**src/rtl/disp_pkg.sv**
```systemverilog
// Shared encodings and default sizes for the serial display sequencers.
// Optional build macro: SERIAL_DISP_AUTO_REFRESH_EN (periodic re-send of the last frame).
package disp_pkg;

    localparam int unsigned SEG_DATA_W         = 64;
    localparam int unsigned LED_DATA_W         = 16;
    localparam int unsigned DEF_CLK_DIV        = 8;
    localparam int unsigned DEF_REFRESH_CYCLES = 50_000_000;

    typedef enum logic [1:0] {
        IDLE     = 2'd0,
        SHIFT_LO = 2'd1,
        SHIFT_HI = 2'd2,
        LATCH    = 2'd3
    } disp_state_t;

    // Cycles from busy rising to the done pulse for one frame.
    function automatic int unsigned frame_cycles(input int unsigned data_w,
                                                 input int unsigned clk_div);
        return (2 * data_w + 1) * clk_div;
    endfunction

endpackage

```
**src/rtl/clk_div_tick.sv**
```systemverilog
// Modulo-DIV cycle counter with synchronous clear and a wrap pulse.
// Serves as the serial-clock half-period divider and as the refresh timer.
module clk_div_tick
    import disp_pkg::*;
#(
    parameter int unsigned DIV = DEF_CLK_DIV
) (
    input  logic clk,
    input  logic rst,
    input  logic clr,
    input  logic en,
    output logic tick
);

    localparam int unsigned CW = (DIV > 1) ? $clog2(DIV) : 1;
    localparam logic [CW-1:0] LAST = CW'(DIV - 1);

    logic [CW-1:0] cnt;

    always_ff @(posedge clk) begin
        if (rst || clr) begin
            cnt <= '0;
        end else if (en) begin
            cnt <= (cnt == LAST) ? '0 : cnt + CW'(1);
        end
    end

    assign tick = en && (cnt == LAST);

endmodule

```
**src/rtl/serial_disp_ctrl.sv**
```systemverilog
// Serial display chain sequencer: MSB-first shift on a divided clock, then latch pulse.
// Optional build macro: SERIAL_DISP_AUTO_REFRESH_EN (periodic re-send of the last frame).
module serial_disp_ctrl
    import disp_pkg::*;
#(
    parameter int unsigned DATA_W         = SEG_DATA_W,
    parameter int unsigned CLK_DIV        = DEF_CLK_DIV,
    parameter int unsigned REFRESH_CYCLES = DEF_REFRESH_CYCLES
) (
    input  logic              clk,
    input  logic              rst,
    input  logic [DATA_W-1:0] data_i,
    input  logic              upd_i,
    output logic              busy_o,
    output logic              done_o,
    output logic              sclk_o,
    output logic              sdo_o,
    output logic              pen_o
);

    localparam int unsigned   BW       = $clog2(DATA_W);
    localparam logic [BW-1:0] LAST_BIT = BW'(DATA_W - 1);

    if (DATA_W < 2 || CLK_DIV < 1 || REFRESH_CYCLES < 1) begin : g_bad_params
    end

    disp_state_t       state;
    logic [DATA_W-1:0] shift_reg;
    logic [DATA_W-1:0] pend_buf;
    logic [DATA_W-1:0] load_data;
    logic [DATA_W-1:0] shadow_data;
    logic [BW-1:0]     bit_cnt;
    logic              pending;
    logic              in_idle;
    logic              div_tick;
    logic              auto_start;
    logic              start;

    assign in_idle = (state == IDLE);

    clk_div_tick #(
        .DIV (CLK_DIV)
    ) u_shift_div (
        .clk  (clk),
        .rst  (rst),
        .clr  (in_idle),
        .en   (!in_idle),
        .tick (div_tick)
    );

`ifdef SERIAL_DISP_AUTO_REFRESH_EN
    logic              refresh_tick;
    logic [DATA_W-1:0] shadow;
    logic [DATA_W-1:0] cur_frame;

    clk_div_tick #(
        .DIV (REFRESH_CYCLES)
    ) u_refresh (
        .clk  (clk),
        .rst  (rst),
        .clr  (!in_idle),
        .en   (in_idle),
        .tick (refresh_tick)
    );

    assign auto_start  = refresh_tick && !pending && !upd_i;
    assign shadow_data = shadow;

    // Shadow only follows frames that were actually latched into the chain.
    always_ff @(posedge clk) begin
        if (rst) begin
            shadow    <= '0;
            cur_frame <= '0;
        end else begin
            if (start) begin
                cur_frame <= load_data;
            end
            if (state == LATCH && div_tick) begin
                shadow <= cur_frame;
            end
        end
    end
`else
    assign auto_start  = 1'b0;
    assign shadow_data = '0;
`endif

    // The done cycle counts as busy for new strobes, giving one clean idle cycle.
    assign start = in_idle && !done_o && (upd_i || pending || auto_start);

    always_comb begin
        load_data = shadow_data;
        if (upd_i) begin
            load_data = data_i;
        end else if (pending) begin
            load_data = pend_buf;
        end
    end

    assign sdo_o = shift_reg[DATA_W-1];

    always_ff @(posedge clk) begin
        if (rst) begin
            state     <= IDLE;
            busy_o    <= 1'b0;
            done_o    <= 1'b0;
            sclk_o    <= 1'b0;
            pen_o     <= 1'b1;
            shift_reg <= '0;
            bit_cnt   <= '0;
            pending   <= 1'b0;
            pend_buf  <= '0;
        end else begin
            done_o <= 1'b0;
            if (upd_i && !start) begin
                pending  <= 1'b1;
                pend_buf <= data_i;
            end
            unique case (state)
                IDLE: begin
                    if (start) begin
                        shift_reg <= load_data;
                        pending   <= 1'b0;
                        busy_o    <= 1'b1;
                        pen_o     <= 1'b0;
                        sclk_o    <= 1'b0;
                        bit_cnt   <= '0;
                        state     <= SHIFT_LO;
                    end
                end
                SHIFT_LO: begin
                    if (div_tick) begin
                        sclk_o <= 1'b1;
                        state  <= SHIFT_HI;
                    end
                end
                SHIFT_HI: begin
                    if (div_tick) begin
                        sclk_o <= 1'b0;
                        if (bit_cnt == LAST_BIT) begin
                            state <= LATCH;
                        end else begin
                            shift_reg <= {shift_reg[DATA_W-2:0], 1'b0};
                            bit_cnt   <= bit_cnt + BW'(1);
                            state     <= SHIFT_LO;
                        end
                    end
                end
                LATCH: begin
                    if (div_tick) begin
                        pen_o  <= 1'b1;
                        busy_o <= 1'b0;
                        done_o <= 1'b1;
                        state  <= IDLE;
                    end
                end
            endcase
        end
    end

endmodule

```
**config.mk**
```make
export PLATFORM = sky130hd
export DESIGN_NAME = serial_disp_ctrl
export DESIGN_NICKNAME = d
export VERILOG_FILES = /design/src/rtl/disp_pkg.sv /design/src/rtl/clk_div_tick.sv /design/src/rtl/serial_disp_ctrl.sv
export SDC_FILE = /design/constraint.sdc
export NUM_CORES = 1
export LEC_CHECK = 0
export ABC_AREA = 1
export BUFFER_PORTS_ARGS = -buffer_cell sky130_fd_sc_hd__buf_2
export CORE_ASPECT_RATIO = 0.9
export CORE_MARGIN = 2
export CORE_UTILIZATION = 30
export DETAILED_ROUTE_END_ITERATION = 10
export GPL_TIMING_DRIVEN = 1
export MAX_ROUTING_LAYER = met4
export SLEW_MARGIN = 20
export SYNTH_ARGS = -nofsm -noshare
export SYNTH_HDL_FRONTEND = slang
export SYNTH_SLANG_ARGS = --single-unit
```
**constraint.sdc**
```tcl
create_clock -name clk -period 3.2 [get_ports clk]
set_clock_uncertainty 0.2 [all_clocks]
set_input_delay 0.96 -clock clk [delete_from_list [all_inputs] [get_ports clk]]
set_output_delay 0.96 -clock clk [all_outputs]
set_load 0.02 [all_outputs]
```
After elaboration in Yosys (flattened, before gate mapping)
Index checks and enable logic that the tools add are counted.

word-level totals
  flip-flop bits (word level) = 144
  bits in latches = 0
  memory bits (writable) = 0
  ROM bits = 0
  input bits = 67
  output and inout port bits = 5
  logic and storage cells = 69
  memories kept = 0

operators by class
  add/subtract/negate cells = 2
  multipliers = 0
  div/mod/pow operators = 0
  magnitude comparators = 0
  eq/ne operators = 10
  shift-type cells = 0
  muxes and demuxes = 28
  bitwise gates (word level) = 1
  reductions and logical operators = 18

operators with widths
  cell                                                  number
  2-to-1 mux 64 bit                                     5
  one-hot mux 64 bit (2 select lines)                   1
  2-to-1 mux 6 bit                                      3
  one-hot mux 6 bit (2 select lines)                    1
  AND reduction 4 bit                                   3
  2-to-1 mux 2 bit                                      5
  2-to-1 mux 1 bit                                      8
  != test 2 bit (second input constant)                 4
  one-hot mux 2 bit (4 select lines)                    1
  adder 6 x 1 -> 6 bit (second input constant)          1
  equality test 6 bit (second input constant)           1
  equality test 2 bit (second input constant)           2
  logical AND 1 bit                                     4
  one-hot mux 1 bit (2 select lines)                    2
  nonzero test 2 bit                                    2
  adder 3 x 1 -> 3 bit (second input constant)          1
  equality test 3 bit (second input constant)           1
  logical NOT 1 bit                                     3
  2-to-1 mux 3 bit                                      1
  one-hot mux 1 bit (3 select lines)                    1
  AND reduction 3 bit                                   1
  nonzero test 3 bit                                    1
  equality test 2 x 1 -> 1 bit (second input constant)  1
  logical NOT 2 bit                                     1
  other kinds (4)                                       5

Logic depth before layout (Yosys ltp)
  depth after elaboration = 8
  gate-level depth with buffers = 11
  gate-level depth less buffers = 10

By module
Synthesis repeated with hierarchy kept, for this count alone.

second synthesis, totals
  cells, all modules = 1,177
  area total of the unflattened synthesis = 7,313.3 um2

modules (own cells, without submodules)
  module            instances  cells each  area an instance (um2)  seq. area each (um2)
  serial_disp_ctrl  1          1,156       7,163.1                 2,822.7
  clk_div_tick      1          21          150.1                   60.1

Worst setup path before layout
OpenSTA, ideal clock, no wires.

  kind = input -> register
  from = in upd_i
  to = reg bit_cnt[1]
  library setup time = 0.114 ns
  data arrival time = 1.739 ns
  required time = 2.886 ns
  path slack = 1.147 ns
  cell stages on the path = 7
  buffers on the path = 1
  cell sequence = o21ai_0 -> nand2_2 -> nand3_4 -> buf_6 -> nand2_1 -> nand2_1 -> nor2_1

on the way
  longest elaborated chain between the ends = 4

RTL lines
  what                              RTL line                 source
  start: declaration                serial_disp_ctrl.sv:13   input logic upd_i,
  logical OR 1 bit                  serial_disp_ctrl.sv:89   assign start = in_idle && !done_o && (upd_i || pending || auto_start);
  logical AND 1 bit                 serial_disp_ctrl.sv:89
  != test 2 x 1 -> 1 bit (no line)  --
  AND reduction 4 bit (no line)     --
  end signal: assignment            serial_disp_ctrl.sv:144  bit_cnt <= bit_cnt + BW'(1);
  end: declaration                  serial_disp_ctrl.sv:32   logic [BW-1:0] bit_cnt;

Every way passes these cells.
A chain may end at the register's enable or synchronous reset.

Worst setup path after layout
  from = reg state[0]
  to = reg bit_cnt[4]

on the way
  longest elaborated chain between the ends = 5
  elaborated cells on any way between the ends = 12
  classes of those cells = eq/ne: 4; mux: 1; reduce/logical: 7

RTL lines
  what                                                                      RTL line                                         source
  start: declaration                                                        serial_disp_ctrl.sv:27                           disp_state_t state;
  start signal: assignment                                                  serial_disp_ctrl.sv:104                          state <= IDLE;
  start signal: assignment                                                  serial_disp_ctrl.sv:128                          state <= SHIFT_LO;
  start signal: assignment                                                  serial_disp_ctrl.sv:134                          state <= SHIFT_HI;
  logical NOT 2 bit                                                         serial_disp_ctrl.sv:39, serial_disp_ctrl.sv:119
  logical NOT 1 bit / logical AND 1 bit (equally long branches)             serial_disp_ctrl.sv:47, serial_disp_ctrl.sv:89
  logical AND 1 bit, on equally long branches                               clk_div_tick.sv:28, serial_disp_ctrl.sv:89
  != test 2 bit (no line) / != test 2 x 1 -> 1 bit (equally long branches)  --
  AND reduction 4 bit (no line)                                             --

Several ways; a longest one is shown, not always the timed one.

==> flow_summary.yaml <==
cts:
  cts_tree: "done"
  cts_buffers: 17
  clock_latency_ns: 0.42
  postCtsHoldBufs: 0
  clockBufferDepth: 2
  clockRootBuffer: "clkbuf_16"
  htree_levels: 4
  cts.repair.resized: 0
  cts_sinks: 144
  path_clk_slew_ns: 0.06
  cts_setup_buffers: 0
detailed_routing:
  dr.pass1.iters: 7
  detail-route-antenna-nets: 0
  drt_iter0_markers: 503
  vias_per_cell: 4.55
  wire_per_inst_um: 12.6
  wl_um: 20300
  drc_errors: 0
  vias: 7338
synth:
  synth_seq_cells: 144
  yosys-top-cells-area: "dfxtp_1 (38%), nand2_1 (17%), nand3_1 (13%)"
  synth_simple_gate_area_share_pct: 42.2
  synth_most_common_cell: "nand2_1"
  ys_top_cells_by_count: "nand2_1 (348), nor2_1 (214), nand3_1 (197), inv_1 (146), dfxtp_1 (144)"
  synth_mux_area_share_pct: 0
  syn_area_um2: 7590
  async_reset_ff_share_pct: 0
  synth-adder-area-share_pct: 1.15
  synth_compound_area_share_pct: 5.22
  synthFlopType: "dfxtp_1"
  yosys.area.top_type_share_pct: 38.0
  synth.avg_cell_area_um2: 6.16
  ys_types: 22
  seq_area_frac_synth_pct: 38.0
  syn_nets: 1307
  synth_cells: 1233
  yosys.area_share.xor_xnor_pct: 0
  synth_area_leader_cell: "dfxtp_1"
  synth_top_family_by_area: "simple AND/OR/NAND/NOR gates"
  yosys_warnings: 0
  synth_edf_count: 0
final_layout:
  fin_nets: 1333
  diodes: 0
  fillers: 2763
  syn_to_final_growth_pct: 14.6
  drive_above_1_share_pct: 10.1
  final_cells: 1613
global_routing:
  grt_pass1_vias: 6796
  grtUsageTotal_pct: 16.0
  gr-total-overflow: 0
  antenna_found_initial: 0
  grt_pass1_wl_um: 33400
  grt_max_degree: 65
placed_design:
  post-place-ws_ns: 0.478
  placed_cells: 1582
  portBuffers: 71
  dp_hpwl_um: 11800
  gp_congestion: 0.793
sta:
  slew_violations: 0
  rsz0062_at_grt: "false"
  hold_viol_final: 0
  max_freq_mhz: 388
  worst_slack_ns: 0.624
  worst_pin_slew_ns: 0.777
  relSlewSlack_pct: 48.2
  final.period_utilization_pct: 80.5
  setup_violations: 0
  setup_tns_ns: 0
  finalCriticalPeriod_ns: 2.58
floorplanning:
  die-area_um2: 26600
  rows: 55
  die_y_um: 155
  fp.dieW_um: 172
  ios: 72
  core_um2: 25000
  start_util_pct: 30.4
worst_setup_path:
  path_class: "flip-flop to flip-flop"
  cp-start-kind: "flip-flop"
  crit_slowest_cell: "ha_2"
  endpoint_kind: "flip-flop"
  cp_max_fo: 39
  cp.required_ns: 3.32
  arrival_ns: 2.69
  path_cells: "inv_1 -> ha_2 -> nand2_1 -> inv_1 -> nand2_2 -> nand3_4 -> buf_4 -> nor2_1 -> nor2_1 -> nor2_1"
  critPathMaxStageDelay_ns: 0.53
  cp_common_cell: "nor2_1"
outcome:
  outcome: "completed"
worst_hold_path:
  min_path_type: "flip-flop to flip-flop"
pwr:
  ir_drop_v: 0.000472
  p_leak_nw: 4.32
  p_per_area_nw_per_um2: 924
run:
  drv_cap: 0
==> stage by stage <==
stage               total power, mW  util, %  hold slack [ns]  cell area (µm²)
global route                   8.81     34.8            0.261             8700
finish                         8.04     34.8            0.234             8700
CTS                            8.11     34.8            0.243             8700
floorplan                      5.57        -            0.207             7590
global placement               6.09     32.6            0.219             8150
detailed placement             6.16     32.6            0.234             8150
==> path summary, 6_finish.rpt <==
path                            cells past startpoint          startpoint                 end  slack, ns
worst max-delay path                               10            state[0]          bit_cnt[4]       0.62
worst min-delay path                                1  u_shift_div.cnt[0]  u_shift_div.cnt[0]       0.23
worst max register to register                     10            state[0]          bit_cnt[4]       0.62
worst min register to register                      1  u_shift_div.cnt[0]  u_shift_div.cnt[0]       0.23
==> layout make-up <==
class	count	area [µm²]	area share [%]
clock inverters	7	85.1	0.978
flip-flops and latches	144	2880	33.1
well taps	342	428	4.92
clock buffers	24	472	5.42
inverters	150	564	6.48
multi-input cells	857	3690	42.4
repair buffers	89	578	6.64
==> cell families after synthesis <==
group	count (synthesis)
DFF	144
adders and majority gates	7
buffers and inverters	232
and+or+nand+nor	773
AOI/OAI and AO/OA	77
==> power breakdown <==
part           internal [mW]  switching [mW]  leakage [nW]
clock network           1.18           0.745         0.278
logic                   1.20            2.33          2.86
registers               2.38           0.215          1.19
==> placed cells by master (no fill, tap or decap), types with 7 or more instances in the layout <==
cell type  netlist  layout
buf_12           0       7
nor2_1         214     214
buf_2           15      71
inv_1          146     145
buf_4            4      11
nand3_1        197     197
o21ai_0         69      69
nand2_1        348     347
clkbuf_16        0      17
dfxtp_1        144     143
a21oi_1          7       7
==> per-layer routing <==
layer | track usage (%) | part of all wire [%] | vias up | wire length [µm]
met5 | - | 0 | - | 0
li1 | - | - | 3837 | -
met3 | 2.93 | 5.4 | 12 | 1100
met2 | 25.6 | 45 | 189 | 9060
met1 | 21.0 | 49 | 3300 | 9960
met4 | 3.91 | 0.68 | 0 | 138
==> critical path: cells and delay by family (launching register included) <==
family,cells,cell delay [ns]
AND/OR/NAND/NOR,6,0.79
buffers and inverters,3,0.59
adder cells (fa/ha/maj),1,0.53
flip-flops,1,0.34
No activity file was read; power rests on OpenSTA's default activity.
